`src/rtl/bus_request_controller_if.sv`:
```
// Handshake bundle between a bus device, its request controller and the arbiter.
// The master modport is the device/arbiter side; the slave modport is the controller.
interface bus_request_controller_if #(
    parameter int BURST_WIDTH = 4
);
    logic                   start;
    logic [BURST_WIDTH-1:0] burst_length;
    logic                   busy;
    logic                   request;
    logic                   grant;
    logic                   beat_valid;
    logic                   beat_ready;
    logic [BURST_WIDTH-1:0] beat_index;
    logic                   done;
    logic                   preempted;
    logic                   timeout;

    modport master (
        output start, burst_length, grant, beat_ready,
        input  busy, request, beat_valid, beat_index, done, preempted, timeout
    );

    modport slave (
        input  start, burst_length, grant, beat_ready,
        output busy, request, beat_valid, beat_index, done, preempted, timeout
    );
endinterface

```
`src/rtl/bus_request_controller.sv`:
```
// Per-master front end to the bus arbiter: turns a burst command into a held request,
// tracks beats, resumes after preemption, gives up on grant timeout and backs off afterwards.
module bus_request_controller #(
    parameter int BURST_WIDTH     = 4,
    parameter int HOLD_OFF_CYCLES = 2,
    parameter int GRANT_TIMEOUT   = 16
) (
    input logic                     clock,
    input logic                     reset,
    bus_request_controller_if.slave bus
);

    localparam int WAIT_W     = (GRANT_TIMEOUT > 0) ? $clog2(GRANT_TIMEOUT + 1) : 1;
    localparam int HOLD_W     = (HOLD_OFF_CYCLES > 1) ? $clog2(HOLD_OFF_CYCLES) : 1;
    localparam int HOLD_LAST_I = (HOLD_OFF_CYCLES > 0) ? HOLD_OFF_CYCLES - 1 : 0;

    localparam logic [WAIT_W-1:0]      WAIT_LIMIT = WAIT_W'(GRANT_TIMEOUT);
    localparam logic [HOLD_W-1:0]      HOLD_LAST  = HOLD_W'(HOLD_LAST_I);
    localparam logic [BURST_WIDTH-1:0] BEAT_ONE   = BURST_WIDTH'(1);
    localparam logic [WAIT_W-1:0]      WAIT_ONE   = WAIT_W'(1);
    localparam logic [HOLD_W-1:0]      HOLD_ONE   = HOLD_W'(1);

    typedef enum logic [1:0] {
        S_IDLE,
        S_REQUEST,
        S_OWN,
        S_HOLD_OFF
    } state_e;

    state_e                 state_q,      state_d;
    logic [BURST_WIDTH-1:0] beat_index_q, beat_index_d;
    logic [BURST_WIDTH-1:0] last_idx_q,   last_idx_d;
    logic [WAIT_W-1:0]      wait_q,       wait_d;
    logic [HOLD_W-1:0]      hold_q,       hold_d;
    logic                   request_q,    request_d;
    logic                   busy_q,       busy_d;
    logic                   done_q,       done_d;
    logic                   preempted_q,  preempted_d;
    logic                   timeout_q,    timeout_d;
    logic [WAIT_W-1:0]      wait_inc;

    assign wait_inc = wait_q + WAIT_ONE;

    always_comb begin
        // NOTE: every variable gets a default before the case so no path can infer a latch.
        state_d      = state_q;
        beat_index_d = beat_index_q;
        last_idx_d   = last_idx_q;
        wait_d       = wait_q;
        hold_d       = hold_q;
        done_d       = 1'b0;
        preempted_d  = 1'b0;
        timeout_d    = 1'b0;

        case (state_q)
            S_IDLE: begin
                if (bus.start) begin
                    // A zero length is a single-beat burst, so the last index is 0 either way.
                    last_idx_d   = (bus.burst_length == '0) ? '0 : bus.burst_length - BEAT_ONE;
                    beat_index_d = '0;
                    wait_d       = '0;
                    state_d      = S_REQUEST;
                end
            end

            S_REQUEST: begin
                if (bus.grant) begin
                    state_d = S_OWN;
                end else if (GRANT_TIMEOUT > 0) begin
                    if (wait_inc == WAIT_LIMIT) begin
                        timeout_d = 1'b1;
                        hold_d    = '0;
                        state_d   = S_HOLD_OFF;
                    end else begin
                        wait_d = wait_inc;
                    end
                end
            end

            S_OWN: begin
                if (!bus.grant) begin
                    // Beat position is kept so the burst resumes where it was cut off.
                    preempted_d = 1'b1;
                    wait_d      = '0;
                    state_d     = S_REQUEST;
                end else if (bus.beat_ready) begin
                    if (beat_index_q == last_idx_q) begin
                        beat_index_d = '0;
                        done_d       = 1'b1;
                        hold_d       = '0;
                        state_d      = S_HOLD_OFF;
                    end else begin
                        beat_index_d = beat_index_q + BEAT_ONE;
                    end
                end
            end

            S_HOLD_OFF: begin
                if (hold_q == HOLD_LAST) begin
                    state_d = S_IDLE;
                end else begin
                    hold_d = hold_q + HOLD_ONE;
                end
            end

            default: state_d = S_IDLE;
        endcase

        request_d = (state_d == S_REQUEST) || (state_d == S_OWN);
        busy_d    = (state_d != S_IDLE);
    end

    always_ff @(posedge clock) begin
        // NOTE: sequential state uses non-blocking assignments so all flops update together.
        if (!reset) begin
            state_q      <= S_IDLE;
            beat_index_q <= '0;
            last_idx_q   <= '0;
            wait_q       <= '0;
            hold_q       <= '0;
            request_q    <= 1'b0;
            busy_q       <= 1'b0;
            done_q       <= 1'b0;
            preempted_q  <= 1'b0;
            timeout_q    <= 1'b0;
        end else begin
            state_q      <= state_d;
            beat_index_q <= beat_index_d;
            last_idx_q   <= last_idx_d;
            wait_q       <= wait_d;
            hold_q       <= hold_d;
            request_q    <= request_d;
            busy_q       <= busy_d;
            done_q       <= done_d;
            preempted_q  <= preempted_d;
            timeout_q    <= timeout_d;
        end
    end

    assign bus.request    = request_q;
    assign bus.busy       = busy_q;
    assign bus.beat_valid = (state_q == S_OWN) && bus.grant;
    assign bus.beat_index = beat_index_q;
    assign bus.done       = done_q;
    assign bus.preempted  = preempted_q;
    assign bus.timeout    = timeout_q;

    pulses_exclusive: assert property (@(posedge clock) disable iff (!reset)
        $onehot0({done_q, preempted_q, timeout_q}));

    valid_needs_request: assert property (@(posedge clock) disable iff (!reset)
        bus.beat_valid |-> request_q);

endmodule

```
`src/flat_wrapper.sv`:
```
// flat-port wrapper written by rule: the top's interface ports become plain ports
module bus_request_controller_flat 
#(
    parameter int BURST_WIDTH     = 4,
    parameter int HOLD_OFF_CYCLES = 2,
    parameter int GRANT_TIMEOUT   = 16
)
  (clock, reset, bus_start, bus_burst_length, bus_grant, bus_beat_ready, bus_busy, bus_request, bus_beat_valid, bus_beat_index, bus_done, bus_preempted, bus_timeout);
  bus_request_controller_if #(.BURST_WIDTH(BURST_WIDTH)) bus_i ();
  input logic clock;
  input logic reset;
  input wire logic [$bits(bus_i.start)-1:0] bus_start;
  input wire logic [$bits(bus_i.burst_length)-1:0] bus_burst_length;
  input wire logic [$bits(bus_i.grant)-1:0] bus_grant;
  input wire logic [$bits(bus_i.beat_ready)-1:0] bus_beat_ready;
  output wire logic [$bits(bus_i.busy)-1:0] bus_busy;
  output wire logic [$bits(bus_i.request)-1:0] bus_request;
  output wire logic [$bits(bus_i.beat_valid)-1:0] bus_beat_valid;
  output wire logic [$bits(bus_i.beat_index)-1:0] bus_beat_index;
  output wire logic [$bits(bus_i.done)-1:0] bus_done;
  output wire logic [$bits(bus_i.preempted)-1:0] bus_preempted;
  output wire logic [$bits(bus_i.timeout)-1:0] bus_timeout;
  assign bus_i.start = bus_start;
  assign bus_i.burst_length = bus_burst_length;
  assign bus_i.grant = bus_grant;
  assign bus_i.beat_ready = bus_beat_ready;
  assign bus_busy = bus_i.busy;
  assign bus_request = bus_i.request;
  assign bus_beat_valid = bus_i.beat_valid;
  assign bus_beat_index = bus_i.beat_index;
  assign bus_done = bus_i.done;
  assign bus_preempted = bus_i.preempted;
  assign bus_timeout = bus_i.timeout;
  bus_request_controller #(.BURST_WIDTH(BURST_WIDTH), .HOLD_OFF_CYCLES(HOLD_OFF_CYCLES), .GRANT_TIMEOUT(GRANT_TIMEOUT)) u_core (.clock(clock), .reset(reset), .bus(bus_i));
endmodule
```
`config.mk`:
```
export PLATFORM = sky130hd
export DESIGN_NAME = bus_request_controller_flat
export DESIGN_NICKNAME = d
export VERILOG_FILES = /design/src/rtl/bus_request_controller_if.sv /design/src/rtl/bus_request_controller.sv /design/src/flat_wrapper.sv
export SDC_FILE = /design/constraint.sdc
export NUM_CORES = 1
export LEC_CHECK = 0
export CORE_MARGIN = 1
export CORE_UTILIZATION = 46
export DETAILED_ROUTE_END_ITERATION = 6
export PLACE_DENSITY = 0.71
export SLEW_MARGIN = 20
export SYNTH_ARGS = -nofsm -noshare
export SYNTH_HDL_FRONTEND = slang
export SYNTH_SLANG_ARGS = --single-unit
```
`constraint.sdc`:
```
create_clock -name clock -period 2.8 [get_ports clock]
set_input_delay 0.28 -clock clock [delete_from_list [all_inputs] [get_ports clock]]
set_output_delay 0.28 -clock clock [all_outputs]
set_load 0.02 [all_outputs]
```
== Word-level counts from Yosys, hierarchy flattened ==
Cells that the tools add are included.
Word-level totals
  bits of input ports: 9
  output and inout bits: 10
  bits in registers: 21
  word-level logic and storage cells: 75
Operators by class
  mux-type cells: 29
  bitwise logic cells: 2
  add/sub/neg operators: 4
  equal/unequal tests: 15
  reductions and logical operators: 15
Operator list (number)
  4-bit 2-to-1 mux: 5
  5-bit 2-to-1 mux: 4
  5-bit one-hot mux with 3 select lines: 1
  2-bit 2-to-1 mux: 7
  2-bit inequality test, second input constant: 6
  1-bit 2-to-1 mux: 9
  2-bit one-hot mux with 4 select lines: 1
  4-bit one-hot mux with 2 select lines: 1
  4-bit AND reduction: 2
  2-bit equality test, second input constant: 3
  6-bit AND reduction: 1
  3-bit nonzero test: 2
  5-bit by 1-bit adder with 5-bit output, second input constant: 1
  5-bit equality test, second input constant: 1
  5-bit AND reduction: 1
  4-bit by 1-bit adder with 4-bit output, second input constant: 1
  2-bit by 1-bit equality test with 1-bit output, second input constant: 2
  4-bit equality test: 1
  4-bit zero test: 1
  2-bit by 1-bit inequality test with 1-bit output, second input constant: 2
  2-bit AND reduction: 2
  2-bit nonzero test: 2
  4-bit by 1-bit subtractor with 4-bit output, second input constant: 1
  1-bit one-hot mux with 3 select lines: 1
  other kinds (6): 7

== Depth between registers and ports, before layout ==
Gate-level depths: netlist (run 1).
  depth after elaboration: 7
  depth in mapped cells: 7
  gate-level depth less buffers: 6

== Worst setup path before layout (run 1) ==
OpenSTA, ideal clock, no wires.
  path type: register to register
  start point: register u_core.beat_index_q[2], in the netlist u_core.bus.beat_index[2]
  end point: register u_core.request_q, in the netlist u_core.bus.request
  stages on the path, launching flop included: 7
  setup time: 115 ps
  buffers on the path: 0
  slack: 946 ps
  data arrival time: 1739 ps
  required time: 2685 ps
  period minus slack after synthesis: 1854 ps
  cells stage by stage: dfxtp_1 -> xor2_1 -> nor4_2 -> nand2_1 -> a211o_1 -> ha_1 -> and2_1
Between the ends
  word-level cells in the longest chain between the ends: 7
  elaborated cells on any way between the ends: 8
  those cells by class: 3 x eq/ne; 4 x mux; 1 x reduce/logical
Ends and longest elaborated chain
  start: declaration: RTL line bus_request_controller.sv:31  | logic [BURST_WIDTH-1:0] beat_index_q, beat_index_d;
  start signal: assignment: RTL line bus_request_controller.sv:128  | beat_index_q <= beat_index_d;
  4-bit equality test *: RTL line bus_request_controller.sv:87  | if (beat_index_q == last_idx_q) begin
  2-bit 2-to-1 mux *: RTL line bus_request_controller.sv:87
  2-bit 2-to-1 mux *: RTL line bus_request_controller.sv:86  | end else if (bus.beat_ready) begin
  2-bit 2-to-1 mux *: RTL line bus_request_controller.sv:81  | if (!bus.grant) begin
  2-bit one-hot mux with 4 select lines *: RTL line bus_request_controller.sv:55  | case (state_q)
  2-bit by 1-bit equality test with 1-bit output / 2-bit equality test (equally long branches): RTL line bus_request_controller.sv:109  | request_d = (state_d == S_REQUEST) || (state_d == S_OWN);
  1-bit logical OR *: RTL line bus_request_controller.sv:109
  net u_core.request_d: RTL line bus_request_controller.sv:35  | logic request_q, request_d;
  end signal: assignment: RTL line bus_request_controller.sv:132  | request_q <= request_d;
  end: declaration: RTL line bus_request_controller.sv:35
The timed path passes the listed nets; every way through them passes the cells marked *.
A chain may end at the register's enable or synchronous reset.

== Worst setup path after layout (run 1) ==
  start point: input port bus_grant
  end point: output port bus_beat_valid
Between the ends
  word-level cells in the longest chain between the ends: 1
Ends and longest elaborated chain
  start: declaration: RTL line flat_wrapper.sv:14  | input wire logic [$bits(bus_i.grant)-1:0] bus_grant;
  1-bit logical AND: RTL line bus_request_controller.sv:142  | assign bus.beat_valid = (state_q == S_OWN) && bus.grant;
  end: declaration: RTL line flat_wrapper.sv:18  | output wire logic [$bits(bus_i.beat_valid)-1:0] bus_beat_valid;
No other way between the ends.

==> results.tsv, run 1 <==
metric	value	unit
async_flop_share	0	%
cts_htree_levels	1	
cts_setup_buffers	0	
maxCapViolations	0	
min_path_type	flop to flop	
drive_above_1_share	10.5	%
p_leak	0.496	nW
grt_use_met1	21.7	%
vias	874	
synth_fp_nets	126	
cts_tree	built	
dp_hpwl	1500	um
final_antenna_net_count	0	
status	completed	
cp-start-kind	input port	
rows	17	
clk_pin_slew	120	ps
dpl_cell_area	1260	um^2
crit_fanout	8	
grt_usage	18.0	%
clk_latency	300	ps
grt_pass1_vias	835	
synth_area_leaders	dfxtp_1 (39%), nor2_1 (5.6%), xor2_1 (4.9%)	
fmaxAchievable	0.469	GHz
ctsResizeCount	0	
antenna_found_initial	0	
wl	1930	um
syn-mean-instance-area	9.39	um^2
finalHoldViolations	0	
worstPathRequired	2520	ps
whs	503	ps
place.gp.congestion	0.771	
die_h	50.3	um
grt-busiest-layer	met2	
drc	0	
io_pins	19	
layout_worst_path_cycle_share	76.1	%
ys_warn_count	0	
final.setup.tns	0	ps
grtUsageMet2	31.6	%
relSlewSlack	63.2	%
synth_area_leader_cell	dfxtp_1	
internal_power	0.000422	W
cts_buffer_depth	2	
p_clk_share	24.6	%
stdcell_area	1290	um^2
start_util	48.4	%
cts.sinks	21	
die_w	50.3	um
area_growth	20.7	%
synth.distinct_cells	39	
dp_cells	157	
min_period	2130	ps
final_cell_mix	dfxtp_1 (21), clkdlybuf4s50_1 (18), nor2_1 (16)	
yosysTopAreaCellShare	39.3	%
met3_usage	3.64	%
initialDrtViolationCount	11	
ys_ff_latch	21	
core_area	2210	um^2
root_buffer	clkbuf_4	
end_kind	output pin	
ir_worst_vdd	0.305	mV
setup_slack	668	ps
synth_edf_count	0	
worst_pin_slew	549	ps
cellPowerDensity	454	nW/um^2
final_common_cell	dfxtp_1	
setup_viol	0	
slew_viol_final	0	
design.die.area	2530	um^2
grt_first_pass_wirelength	3500	um
switching_share	28.1	%
dp_slack	685	ps
switching_power	0.000165	W
first_pass_iters	3	
cts_buffers	3	
rsz0062_at_grt	no	
p_seq_share	56.1	%
stdcell_count	161	
combPwrFrac	19.3	%
syn_inst	114	
syn_area	1070	um^2
synth_ff_type	dfxtp_1	
wl_per_cell	12.0	um
crit_arrival	1850	ps
layout.nets	146	
critPathKind	input port to output pin	
skew	6.03	ps
viasPerCell	5.43	
cts_hold_buf	0	
grt_max_degree	14	
grt-ovfl-total	0	
port-buffer-count	18	
antenna_cells	0	
ys_seq_area_share	39.3	%
-- routing by layer --
layer | up-vias | wire, um
met4 | 0 | 16
met3 | 2 | 52
li1 | 452 | -
met5 | - | 0
met1 | 405 | 946
met2 | 15 | 914
-- final cells by class --
class	instances	area, um^2
Tap cell	28	35.0
Clock buffer	3	22.5
Sequential cell	21	420
Clock inverter	1	5.00
Timing Repair Buffer	18	180
Inverter	2	7.51
Multi-Input combinational cell	88	622
Fill cell	217	920
-- flip-flops by register name, indices dropped and copies added, names as in the netlist --
| name | count |
|---|---|
| u_core.bus.beat_index | 4 |
| u_core.bus.busy | 1 |
| u_core.bus.done | 1 |
| u_core.bus.preempted | 1 |
| u_core.bus.request | 1 |
| u_core.bus.timeout | 1 |
| u_core.hold_q | 1 |
| u_core.last_idx_q | 4 |
| u_core.state_q | 2 |
| u_core.wait_q | 5 |
-- Yosys cell counts (3+ instances only) --
| library cell | n |
|---|---|
| nand3_1 | 4 |
| xor2_1 | 6 |
| nor3_1 | 5 |
| a21oi_1 | 8 |
| a211o_1 | 3 |
| ha_1 | 3 |
| dfxtp_1 | 21 |
| nand2_1 | 8 |
| nor2_1 | 16 |
| and3_1 | 3 |
| xnor2_1 | 3 |
-- power by group through the flow --
stage	combinational [W]	sequential, W	clock, W
after CTS	0.000114	0.000329	0.000150
after global placement	0.000110	0.000336	0
after floorplan	0.0000725	0.000338	0
final	0.000113	0.000329	0.000145
after detailed placement	0.000113	0.000336	0
after global routing	0.000127	0.000332	0.000162
-- stage by stage --
stage / utilization, % / total power, W
after floorplan: - / 0.000410
after global placement: 57.2 / 0.000446
after detailed placement: 57.2 / 0.000449
after CTS: 58.4 / 0.000593
after global routing: 58.4 / 0.000621
final: 58.4 / 0.000587
-- logic make-up (layout without fill, tap and decap cells) --
kind of cell / after synthesis / after routing / synth area share (%)
AO/OA/AOI/OAI: 22 / 22 / 16.0
AND/OR/NAND/NOR: 53 / 53 / 30.1
multiplexers: 1 / 1 / 1.05
adder cells (fa/ha/maj): 3 / 3 / 3.51
buffers and inverters: 5 / 24 / 2.69
XOR/XNOR: 9 / 9 / 7.36
flip-flops: 21 / 21 / 39.3
-- final timing paths --
path	from	slack, ps	end	cells after the start
worst max-delay path	bus_grant	670	bus_beat_valid	4
worst min-delay path	u_core.last_idx_q[3]	500	u_core.last_idx_q[3]	2
worst max register to register	u_core.bus.beat_index[2]	950	u_core.bus.request	6
worst min register to register	u_core.last_idx_q[3]	500	u_core.last_idx_q[3]	2
-- worst max-delay path, stage by stage --
cell             delay, ps
clkdlybuf4s50_1        670
nand3b_1               190
inv_1                  120
clkdlybuf4s50_1        600
No activity file was read; power rests on OpenSTA's default activity.
==> run 2: changes to the inputs <==
==> constraint.sdc (replaced) <==
create_clock -name clock -period 2 [get_ports clock]
set_input_delay 0.2 -clock clock [delete_from_list [all_inputs] [get_ports clock]]
set_output_delay 0.2 -clock clock [all_outputs]
set_load 0.02 [all_outputs]
==> results.tsv, run 2 (synthesis results as in run 1) <==
metric	value	unit
critPathTopFamily	buffers and inverters	
wl_per_cell	11.9	um
r2r_slack	150	ps
cts_buffer_depth	2	
reg2reg_from	u_core.bus.beat_index[2]	
grt_first_pass_wirelength	3510	um
cts_tree	built	
rows	17	
maxCapViolations	0	
drive_above_1_share	15.1	%
critPathBufInv	2	
stdcell_count	167	
die_h	50.3	um
whs	476	ps
status	completed	
place.gp.congestion	0.834	
port-buffer-count	18	
cts_buffers	3	
hold_depth	2	
dp_hpwl	1590	um
layout_worst_path_cycle_share	94.9	%
stdcell_area	1340	um^2
cts_htree_levels	1	
end_kind	output pin	
wl	1990	um
fmaxAchievable	0.527	GHz
grt_max_degree	14	
slowest_stage	dfxtp_1	
viasPerCell	5.34	
final_antenna_net_count	0	
finalHoldViolations	0	
layout.nets	152	
dp_cells	163	
top_register	u_core.wait_q	
critPathKind	flop to output pin	
start_util	48.4	%
rr_worst_depth	6	
min_to	u_core.last_idx_q[3]	
antenna_cells	0	
relSlewSlack	71.9	%
cp-start-kind	flop	
min_path_type	flop to flop	
ir_worst_vdd	0.408	mV
rr_endpoint	u_core.bus.request	
cts.sinks	21	
min_period	1900	ps
p_leak	0.527	nW
multiInputGateArea	622	um^2
largest_reg_flops	5	
first_pass_iters	4	
grt_pass1_vias	846	
grt_usage	18.3	%
clk_latency	290	ps
fillCellCount	201	
skew	2.94	ps
slowest_delay	600	ps
final.setup.tns	0	ps
rsz0062_at_grt	no	
worstPathRequired	1800	ps
io_pins	19	
hp-start	u_core.last_idx_q[3]	
area_growth	25.0	%
worst_pin_slew	421	ps
crit_path_cell_trace	nand3b_1, inv_1, clkdlybuf4s50_1	
cellPowerDensity	620	nW/um^2
die_w	50.3	um
clk_pin_slew	120	ps
antenna_found_initial	0	
dpl_cell_area	1310	um^2
vias	892	
drc	0	
slew_viol_final	0	
final_cell_mix	dfxtp_1 (20), clkdlybuf4s50_1 (18), nor2_1 (16)	
initialDrtViolationCount	12	
final_common_cell	dfxtp_1	
root_buffer	clkbuf_4	
seqCellArea	422	um^2
power	0.000829	W
crit_arrival	1700	ps
crit_fanout	13	
core_area	2210	um^2
setup_viol	0	
grt-ovfl-total	0	
design.die.area	2530	um^2
## run 2: final cells by class
type                    count  area share, %
well taps                  28           2.62
inverters                   2          0.561
clock inverters             1          0.374
clock buffers               3           1.68
flip-flops and latches     21           31.5
multi-input cells          88           46.4
repair buffers             24           16.8
## run 2: metal layers
metal | share of wire (%) | track usage, %
met1 | 46 | 23.0
met5 | 0 | 0
met2 | 51 | 31.8
met4 | 0.70 | 5.71
met3 | 2.2 | 2.73
## run 2: worst max-delay path by stage
stage                             startpoint                  to  slack [ps]  depth (start not counted)
floorplan           u_core.bus.beat_index[2]  u_core.bus.request         150                          6
global placement    u_core.bus.beat_index[2]  u_core.bus.request         200                          6
detailed placement  u_core.bus.beat_index[2]  u_core.bus.request         150                          6
CTS                        u_core.state_q[0]      bus_beat_valid          90                          3
global route               u_core.state_q[0]      bus_beat_valid          10                          3
finish                     u_core.state_q[0]      bus_beat_valid         100                          3
## run 2: tightest hold or removal path, stage by stage, from the launching register on
cell     delay (ps)
dfxtp_1         330
nand2_1          50
a21oi_1          50
## run 2: where the power goes
part	total [W]	internal (W)	switching, W
Sequential	0.000462	0.000439	0.0000231
Clock	0.000199	0.0000743	0.000125
Combinational	0.000168	0.0000859	0.0000821
Total	0.000829	0.000599	0.000230
## run 2: repair_timing
action	in CTS	in global routing
gates resized for setup	1	0
setup buffers	0	0
hold buffers	0	0
endpoints found under the setup margin	1	0
## run 2: through the flow
step           setup WS, ps  utilization, %
3_3_place_gp            202            59.2
4_1_cts                87.8            60.5
5_1_grt                9.96            60.5
6_report                101            60.5
2_1_floorplan           146               -
3_5_place_dp            153            59.2
==> run 3: changes to the inputs <==
--- a/config.mk
+++ b/config.mk
@@ -8,6 +8,7 @@
 export CORE_MARGIN = 1
 export CORE_UTILIZATION = 46
 export DETAILED_ROUTE_END_ITERATION = 6
+export MAX_ROUTING_LAYER = met4
 export PLACE_DENSITY = 0.71
 export SLEW_MARGIN = 20
 export SYNTH_ARGS = -nofsm -noshare
==> results.tsv, run 3 (synthesis results as in run 1) <==
metric	value	unit
finalHoldViolations	0	
worst_pin_slew	421	ps
cts_buffer_depth	2	
critPathLaunch	u_core.state_q[0]	
reg2reg_from	u_core.bus.beat_index[2]	
worstPathRequired	1800	ps
crit_arrival	1700	ps
dpl_cell_area	1310	um^2
fmaxAchievable	0.527	GHz
wl_per_cell	12.0	um
cts_htree_levels	1	
start_util	48.4	%
final.setup.tns	0	ps
status	completed	
drc	0	
die_w	50.3	um
cp-start-kind	flop	
end_kind	output pin	
wl	2000	um
min_path_type	flop to flop	
min_period	1900	ps
critPathBufInv	2	
slowest_delay	600	ps
cts_tree	built	
slew_viol_final	0	
place.gp.congestion	0.847	
cts_hold_buf	0	
top_register	u_core.wait_q	
layout_worst_path_cycle_share	94.9	%
drive_above_1_share	15.1	%
stdcell_count	167	
critPathTopFamily	buffers and inverters	
crit_fanout	13	
final_cell_mix	dfxtp_1 (20), clkdlybuf4s50_1 (18), nor2_1 (16)	
maxCapViolations	0	
dp_hpwl	1590	um
power	0.000829	W
relSlewSlack	71.9	%
antenna_cells	0	
layout.nets	152	
core_area	2210	um^2
area_growth	25.0	%
final_common_cell	dfxtp_1	
grt_pass1_vias	845	
viasPerCell	5.33	
ir_worst_vdd	0.408	mV
clk_pin_slew	120	ps
cellPowerDensity	619	nW/um^2
slowest_stage	dfxtp_1	
largest_reg_flops	5	
stdcell_area	1340	um^2
grt_usage	18.8	%
grt-ovfl-total	0	
root_buffer	clkbuf_4	
cts.sinks	21	
rsz0062_at_grt	no	
cts_buffers	3	
critPathKind	flop to output pin	
rows	17	
p_leak	0.527	nW
initialDrtViolationCount	15	
hp-start	u_core.last_idx_q[3]	
final_antenna_net_count	0	
first_pass_iters	4	
design.die.area	2530	um^2
die_h	50.3	um
cts_setup_buffers	0	
setup_viol	0	
dp_cells	163	
grt_first_pass_wirelength	3510	um
antenna_found_initial	0	
skew	3.43	ps
clk_latency	290	ps
vias	890	
whs	476	ps
io_pins	19	
port-buffer-count	18	
crit_path_cell_trace	nand3b_1, inv_1, clkdlybuf4s50_1	
grt_max_degree	14	
==> run 3: per-layer routing <==
metal  track usage (%)  routed length (um)
met1              23.0                 933
met2              31.8                 997
met3              2.73                  50
met4              5.71                  16
met5                 -                   0
==> run 3: worst paths after layout <==
kind,to,slack (ps),depth (start not counted)
setup / recovery,bus_beat_valid,100,3
setup reg to reg,u_core.bus.request,150,6
hold reg to reg,u_core.last_idx_q[3],480,2
hold / removal,u_core.last_idx_q[3],480,2
==> run 3: what timing repair did <==
item	4_1_cts	5_1_grt
endpoints found under the hold margin	0	0
endpoints found under the setup margin	1	0
resized for setup	1	0
==> run 3: metrics by stage <==
step                util, %  worst slack [ps]
floorplan                 -               146
global placement       59.2               202
detailed placement     59.2               153
CTS                    60.5              87.8
global route           60.5              9.96
finish                 60.5               101
==> run 3: worst min-delay path, stage by stage, from the launching register on <==
cell and delay, ps:
dfxtp_1 330, nand2_1 50, a21oi_1 50
==> run 3: layout make-up <==
class                           instances  area, um^2
Clock buffer                            3        22.5
Tap cell                               28        35.0
Timing Repair Buffer                   24         225
Fill cell                             201         873
Inverter                                2        7.51
Sequential cell                        21         422
Clock inverter                          1        5.00
Multi-Input combinational cell         88         622
==> run 3: power by group <==
part | total, W | internal [W] | switching (W)
clock network | 0.000199 | 0.0000743 | 0.000125
registers | 0.000462 | 0.000439 | 0.0000231
logic | 0.000168 | 0.0000859 | 0.0000821
